==> src/rtl/uart_rx.sv <==
// 8N1 UART receiver: two-flop synchronizer, start-bit validation at mid-bit, byte output
// with one-cycle valid strobe and framing-error pulse; a held-low line parks in a break state.
`timescale 1ns/1ps
module uart_rx #(
  parameter int unsigned CLKS_PER_BIT = 16
) (
  input  logic       clk,
  input  logic       rst_n,
  input  logic       rx_in,
  output logic [7:0] rx_data,
  output logic       rx_valid,
  output logic       frame_err,
  output logic       rx_busy
);

  localparam int unsigned CntW = (CLKS_PER_BIT > 1) ? $clog2(CLKS_PER_BIT) : 1;
  localparam int unsigned Half = CLKS_PER_BIT / 2;
  localparam logic [CntW-1:0] CntHalfLast = CntW'(Half - 1);
  localparam logic [CntW-1:0] CntBitLast  = CntW'(CLKS_PER_BIT - 1);
  localparam logic [CntW-1:0] CntOne      = CntW'(1);

  typedef enum logic [2:0] {StIdle, StStart, StData, StStop, StBreak} state_e;

  logic            r_sync1;
  logic            r_rx_s;
  state_e          r_state;
  state_e          w_state_nxt;
  logic [CntW-1:0] r_cnt;
  logic [CntW-1:0] w_cnt_nxt;
  logic [2:0]      r_bit_idx;
  logic [2:0]      w_bit_idx_nxt;
  logic [7:0]      r_shift;
  logic [7:0]      w_shift_nxt;
  logic [7:0]      r_data;
  logic [7:0]      w_data_nxt;
  logic            r_valid;
  logic            w_valid_nxt;
  logic            r_err;
  logic            w_err_nxt;

  // Synchronizer idles high so reset release never looks like a start bit.
  always_ff @(posedge clk or negedge rst_n) begin
    if (!rst_n) begin
      r_sync1 <= 1'b1;
      r_rx_s  <= 1'b1;
    end else begin
      r_sync1 <= rx_in;
      r_rx_s  <= r_sync1;
    end
  end

  always_ff @(posedge clk or negedge rst_n) begin
    if (!rst_n) begin
      r_state   <= StIdle;
      r_cnt     <= '0;
      r_bit_idx <= '0;
      r_shift   <= '0;
      r_data    <= '0;
      r_valid   <= 1'b0;
      r_err     <= 1'b0;
    end else begin
      r_state   <= w_state_nxt;
      r_cnt     <= w_cnt_nxt;
      r_bit_idx <= w_bit_idx_nxt;
      r_shift   <= w_shift_nxt;
      r_data    <= w_data_nxt;
      r_valid   <= w_valid_nxt;
      r_err     <= w_err_nxt;
    end
  end

  always_comb begin
    w_state_nxt   = r_state;
    w_cnt_nxt     = r_cnt;
    w_bit_idx_nxt = r_bit_idx;
    w_shift_nxt   = r_shift;
    w_data_nxt    = r_data;
    w_valid_nxt   = 1'b0;
    w_err_nxt     = 1'b0;
    unique case (r_state)
      StIdle: begin
        w_cnt_nxt = '0;
        if (!r_rx_s) w_state_nxt = StStart;
      end
      StStart: begin
        if (r_cnt == CntHalfLast) begin
          w_cnt_nxt = '0;
          if (!r_rx_s) begin
            w_state_nxt   = StData;
            w_bit_idx_nxt = '0;
          end else begin
            w_state_nxt = StIdle;
          end
        end else begin
          w_cnt_nxt = r_cnt + CntOne;
        end
      end
      StData: begin
        if (r_cnt == CntBitLast) begin
          w_cnt_nxt              = '0;
          w_shift_nxt[r_bit_idx] = r_rx_s;
          w_bit_idx_nxt          = r_bit_idx + 3'd1;
          if (r_bit_idx == 3'd7) w_state_nxt = StStop;
        end else begin
          w_cnt_nxt = r_cnt + CntOne;
        end
      end
      StStop: begin
        if (r_cnt == CntBitLast) begin
          w_cnt_nxt = '0;
          if (r_rx_s) begin
            w_data_nxt  = r_shift;
            w_valid_nxt = 1'b1;
            w_state_nxt = StIdle;
          end else begin
            w_err_nxt   = 1'b1;
            w_state_nxt = StBreak;
          end
        end else begin
          w_cnt_nxt = r_cnt + CntOne;
        end
      end
      StBreak: begin
        if (r_rx_s) w_state_nxt = StIdle;
      end
      default: w_state_nxt = StIdle;
    endcase
  end

  assign rx_data   = r_data;
  assign rx_valid  = r_valid;
  assign frame_err = r_err;
  assign rx_busy   = (r_state != StIdle);

endmodule

==> config.mk <==
export PLATFORM = sky130hd
export DESIGN_NAME = uart_rx
export DESIGN_NICKNAME = d
export VERILOG_FILES = /design/src/rtl/uart_rx.sv
export SDC_FILE = /design/constraint.sdc
export NUM_CORES = 1
export LEC_CHECK = 0
export BUFFER_PORTS_ARGS = -buffer_cell sky130_fd_sc_hd__buf_2
export CAP_MARGIN = 20
export CORE_UTILIZATION = 55
export CTS_CLUSTER_DIAMETER = 60
export DETAILED_ROUTE_END_ITERATION = 10
export PLACE_DENSITY = 0.75
export RECOVER_POWER = 25
export SLEW_MARGIN = 20
export SYNTH_ARGS = -nofsm -noshare
export SYNTH_HDL_FRONTEND = slang
export SYNTH_SLANG_ARGS = --single-unit
==> constraint.sdc <==
create_clock -name clk -period 3.4 [get_ports clk]
set_input_delay 0.34 -clock clk [delete_from_list [all_inputs] [get_ports clk]]
set_output_delay 0.34 -clock clk [all_outputs]
set_load 0.1 [all_outputs]
==> metrics.md <==
| Metric | Value |
|---|---|
| Final #Nets | `134` |
| # Post-CTS Setup Buffers | `0` |
| CP Data Required Time | `3.61 ns` |
| Failing checks | `max-capacitance violations, max-slew violations` |
| Initial antenna violation count | `0` |
| CTS tree | `done` |
| Initial drt markers | `29` |
| CTS H-tree depth | `2` |
| Max clock buf depth | `2` |
| Post-CTS Resized | `0` |
| Placed Instances | `149` |
| Worst setup startpoint | `r_cnt[0]` |
| Power Dens Cells | `630 mW/mm^2` |
| Final setup fails | `0` |
| Hold path depth | `1` |
| Area grow syn2layout | `10.2%` |
| Initial Utilization | `60.4%` |
| Post-DP HPWL | `1.63 mm` |
| First-pass GRT wire length | `4.00 mm` |
| Status | `finished, violations left` |
| Setup TNS | `0 ns` |
| Slew Viols, Final | `31` |
| Drt wl/cell | `15.1 um` |
| Post-synth top area share | `50.5%` |
| P_leak | `0.735 nW` |
| Normalized max-slew margin | `-1.76%` |
| Mapped Area | `0.00139 mm^2` |
| Synth Net Count | `122` |
| R2r endpoint | `rx_data[4]` |
| Layout Skew | `0.00563 ns` |
| Global Route Usage Sum | `21.3%` |
| Clock latency on the worst-skew pair | `0.32 ns` |
| Chip Height | `52.2 um` |
| Measured slew at the worst slew-check pin | `1.53 ns` |
| Final Non-Filler Cells | `157` |
| Syn Area/Cell | `12.0 um^2` |
| Crit path to | `rx_data[4]` |
| Total number of vias | `952` |
| Largest net degree at the start of global routing | `31` |
| FILL cells | `173` |
| Clk sinks | `30` |
| R2R setup slack | `1.43 ns` |
| Hold_buf cts | `0` |
| Worst Setup End Kind | `register` |
| Max Cap Viol | `1` |
| Core Region | `0.00230 mm^2` |
| Sw Share | `32.3%` |
| Startpoint Class | `register` |
| Top cells by area, synth | `dfrtp_1, mux2_2, dfstp_2` |
| Met2 usage in global routing | `33.3%` |
| Met1 Use GR | `26.5%` |
| RSZ-0062 raised after global routing | `no` |
| Min Tclk post-route | `1.97 ns` |
| Io pins | `14` |
| Switching Power | `0.310 mW` |
| Remaining Overflow, GRT | `0` |
| Clock transition at path regs | `0.09 ns` |
| Layout cells sized above 1 | `29.5%` |
| Drt first pass iters | `5` |
| Rows | `17` |
| Worst reg-to-reg path cell count | `4` |
| Register bit total from synthesis | `30` |
| Gate power share | `21.2%` |
| Crit path kind | `reg -> reg` |
| Diodes inserted | `0` |
| Tcrit/Tclk final | `58.1%` |
| Reg power frac | `50.9%` |
| Fmax | `507 MHz` |
| Hold crit path type | `in -> reg` |
| Die Wd | `52.2 um` |
| Syn Inst Count | `116` |
| Gr busiest metal | `met2` |
| Synth unique cells | `38` |
| Worst-path maximum fanout | `10` |
| Peak supply drop | `527 uV` |
| GPL Wtd Cong | `0.805` |
| IO Port Bufs | `13` |
| Die area | `0.00273 mm^2` |
| Final WL | `2.37 mm` |
| Antenna viol nets, final | `0` |
| Total CTS buffers | `5` |
| Post-synth top area cell | `dfrtp_1` |
| Hold Fails Final Rpt | `0` |
| Met3 Use GR | `7.83%` |
| DRC Markers | `0` |
| Tot Pwr | `0.963 mW` |
| Seq/Total Area, Yosys | `54.3%` |
| FF-to-FF Start | `r_cnt[0]` |
| Drt via density | `6.06` |
| Vias in the first global route | `890` |
| Pint | `0.652 mW` |
| Clock network fraction of total power | `27.9%` |
| Clock root buffer | `clkbuf_4` |
| Worst Path Arrival | `2.18 ns` |
| Synth warn | `0` |
-- power by group through the flow --
stage               registers (mW)  logic (mW)  clock network [mW]
CTS                          0.488       0.206               0.276
detailed placement           0.495       0.206                   0
finish                       0.490       0.204               0.269
global placement             0.490       0.197                   0
floorplan                    0.441       0.215                   0
global route                 0.501       0.228               0.295
-- how the worst min path moves through the flow --
stage,start,slack (ns),endpoint
final,rx_in,0.12,r_sync1
after floorplan,rst_n,0.04,frame_err
after detailed placement,r_sync1,0.35,r_rx_s
after CTS,rst_n,0.05,rx_data[4]
after global routing,rx_in,0.08,r_sync1
after global placement,r_sync1,0.35,r_rx_s
-- Yosys cell counts --
library cell	count
dfrtp_1	28
mux2_2	16
clkbuf_1	6
nor3_1	6
nand2_1	5
inv_1	4
nor2_1	4
a311oi_1	3
ha_1	3
nand4_1	3
o21ai_0	3
a21oi_1	2
a22o_1	2
and3_1	2
buf_2	2
dfstp_2	2
nand3_1	2
nand3b_1	2
nor4_1	2
a211o_1	1
a21boi_0	1
a21o_1	1
a311o_1	1
a31oi_1	1
and2_1	1
mux2_4	1
mux2i_1	1
nand4bb_1	1
nor2b_1	1
nor3b_1	1
nor4b_1	1
o211ai_1	1
o21bai_1	1
o311ai_0	1
or3_1	1
or4b_1	1
or4b_4	1
xnor2_1	1
-- critical path, stage by stage, from the launching register on --
cell,delay [ns]
dfrtp_1,0.40
ha_1,0.34
and3_1,0.24
nand4_1,0.44
mux2_2,0.45
-- cells in the final DEF (no fill, tap or decap), types with 2 or more instances in the layout --
cell	instances
a311oi_1	3
ha_1	3
nand4_1	3
clkbuf_1	3
o21ai_0	3
buf_2	12
dfrtp_1	28
nand3_1	2
mux2_2	16
a22o_1	2
inv_1	4
nand3b_1	2
nor4_1	2
and3_1	2
nor3_1	6
nor2_1	4
dfstp_2	2
a21oi_1	2
clkbuf_4	5
nand2_1	5
-- stage by stage --
step / hold slack (ns) / utilization (%) / area (um^2) / setup WS [ns]
final: 0.116 / 66.6 / 1530 / 1.43
after global routing: 0.0830 / 66.6 / 1530 / 1.29
after CTS: 0.0493 / 66.6 / 1530 / 1.42
after detailed placement: 0.351 / 63.3 / 1460 / 1.42
after global placement: 0.350 / 63.3 / 1460 / 1.52
after floorplan: 0.0444 / - / 1390 / 1.62
-- logic make-up (layout without fill, tap and decap cells) --
| family | count (synthesis) | after routing | share of synthesized area [%] |
|---|---|---|---|
| AND/OR/NAND/NOR | 34 | 34 | 14.6 |
| flip-flops | 30 | 30 | 54.3 |
| AO/OA/AOI/OAI | 18 | 18 | 9.56 |
| multiplexers | 18 | 18 | 14.8 |
| buffers and inverters | 12 | 25 | 3.43 |
| adder cells (fa/ha/maj) | 3 | 3 | 2.71 |
| XOR/XNOR | 1 | 1 | 0.631 |
-- flip-flops by register name, indices dropped and copies added, names as in the netlist --
name	flops
r_shift	8
rx_data	8
r_cnt	4
r_bit_idx	3
r_state	3
frame_err	1
r_rx_s	1
r_sync1	1
rx_valid	1
-- metal layers --
| metal | share of wire [%] | routed length (um) |
|---|---|---|
| met4 | 1.9 | 46 |
| met1 | 44 | 1050 |
| met2 | 47 | 1120 |
| met5 | 0 | 0 |
| met3 | 6.3 | 150 |
-- area by class of cell --
cell class | instances | area [um^2] | share of cell area, %
inverters | 4 | 15.0 | 0.982
well taps | 28 | 35.0 | 2.29
multi-input cells | 74 | 587 | 38.4
clock buffers | 7 | 45.0 | 2.95
clock inverters | 1 | 30.0 | 1.96
repair buffers | 13 | 63.8 | 4.17
flip-flops and latches | 30 | 753 | 49.3
Power figures use the tool's default switching activity.
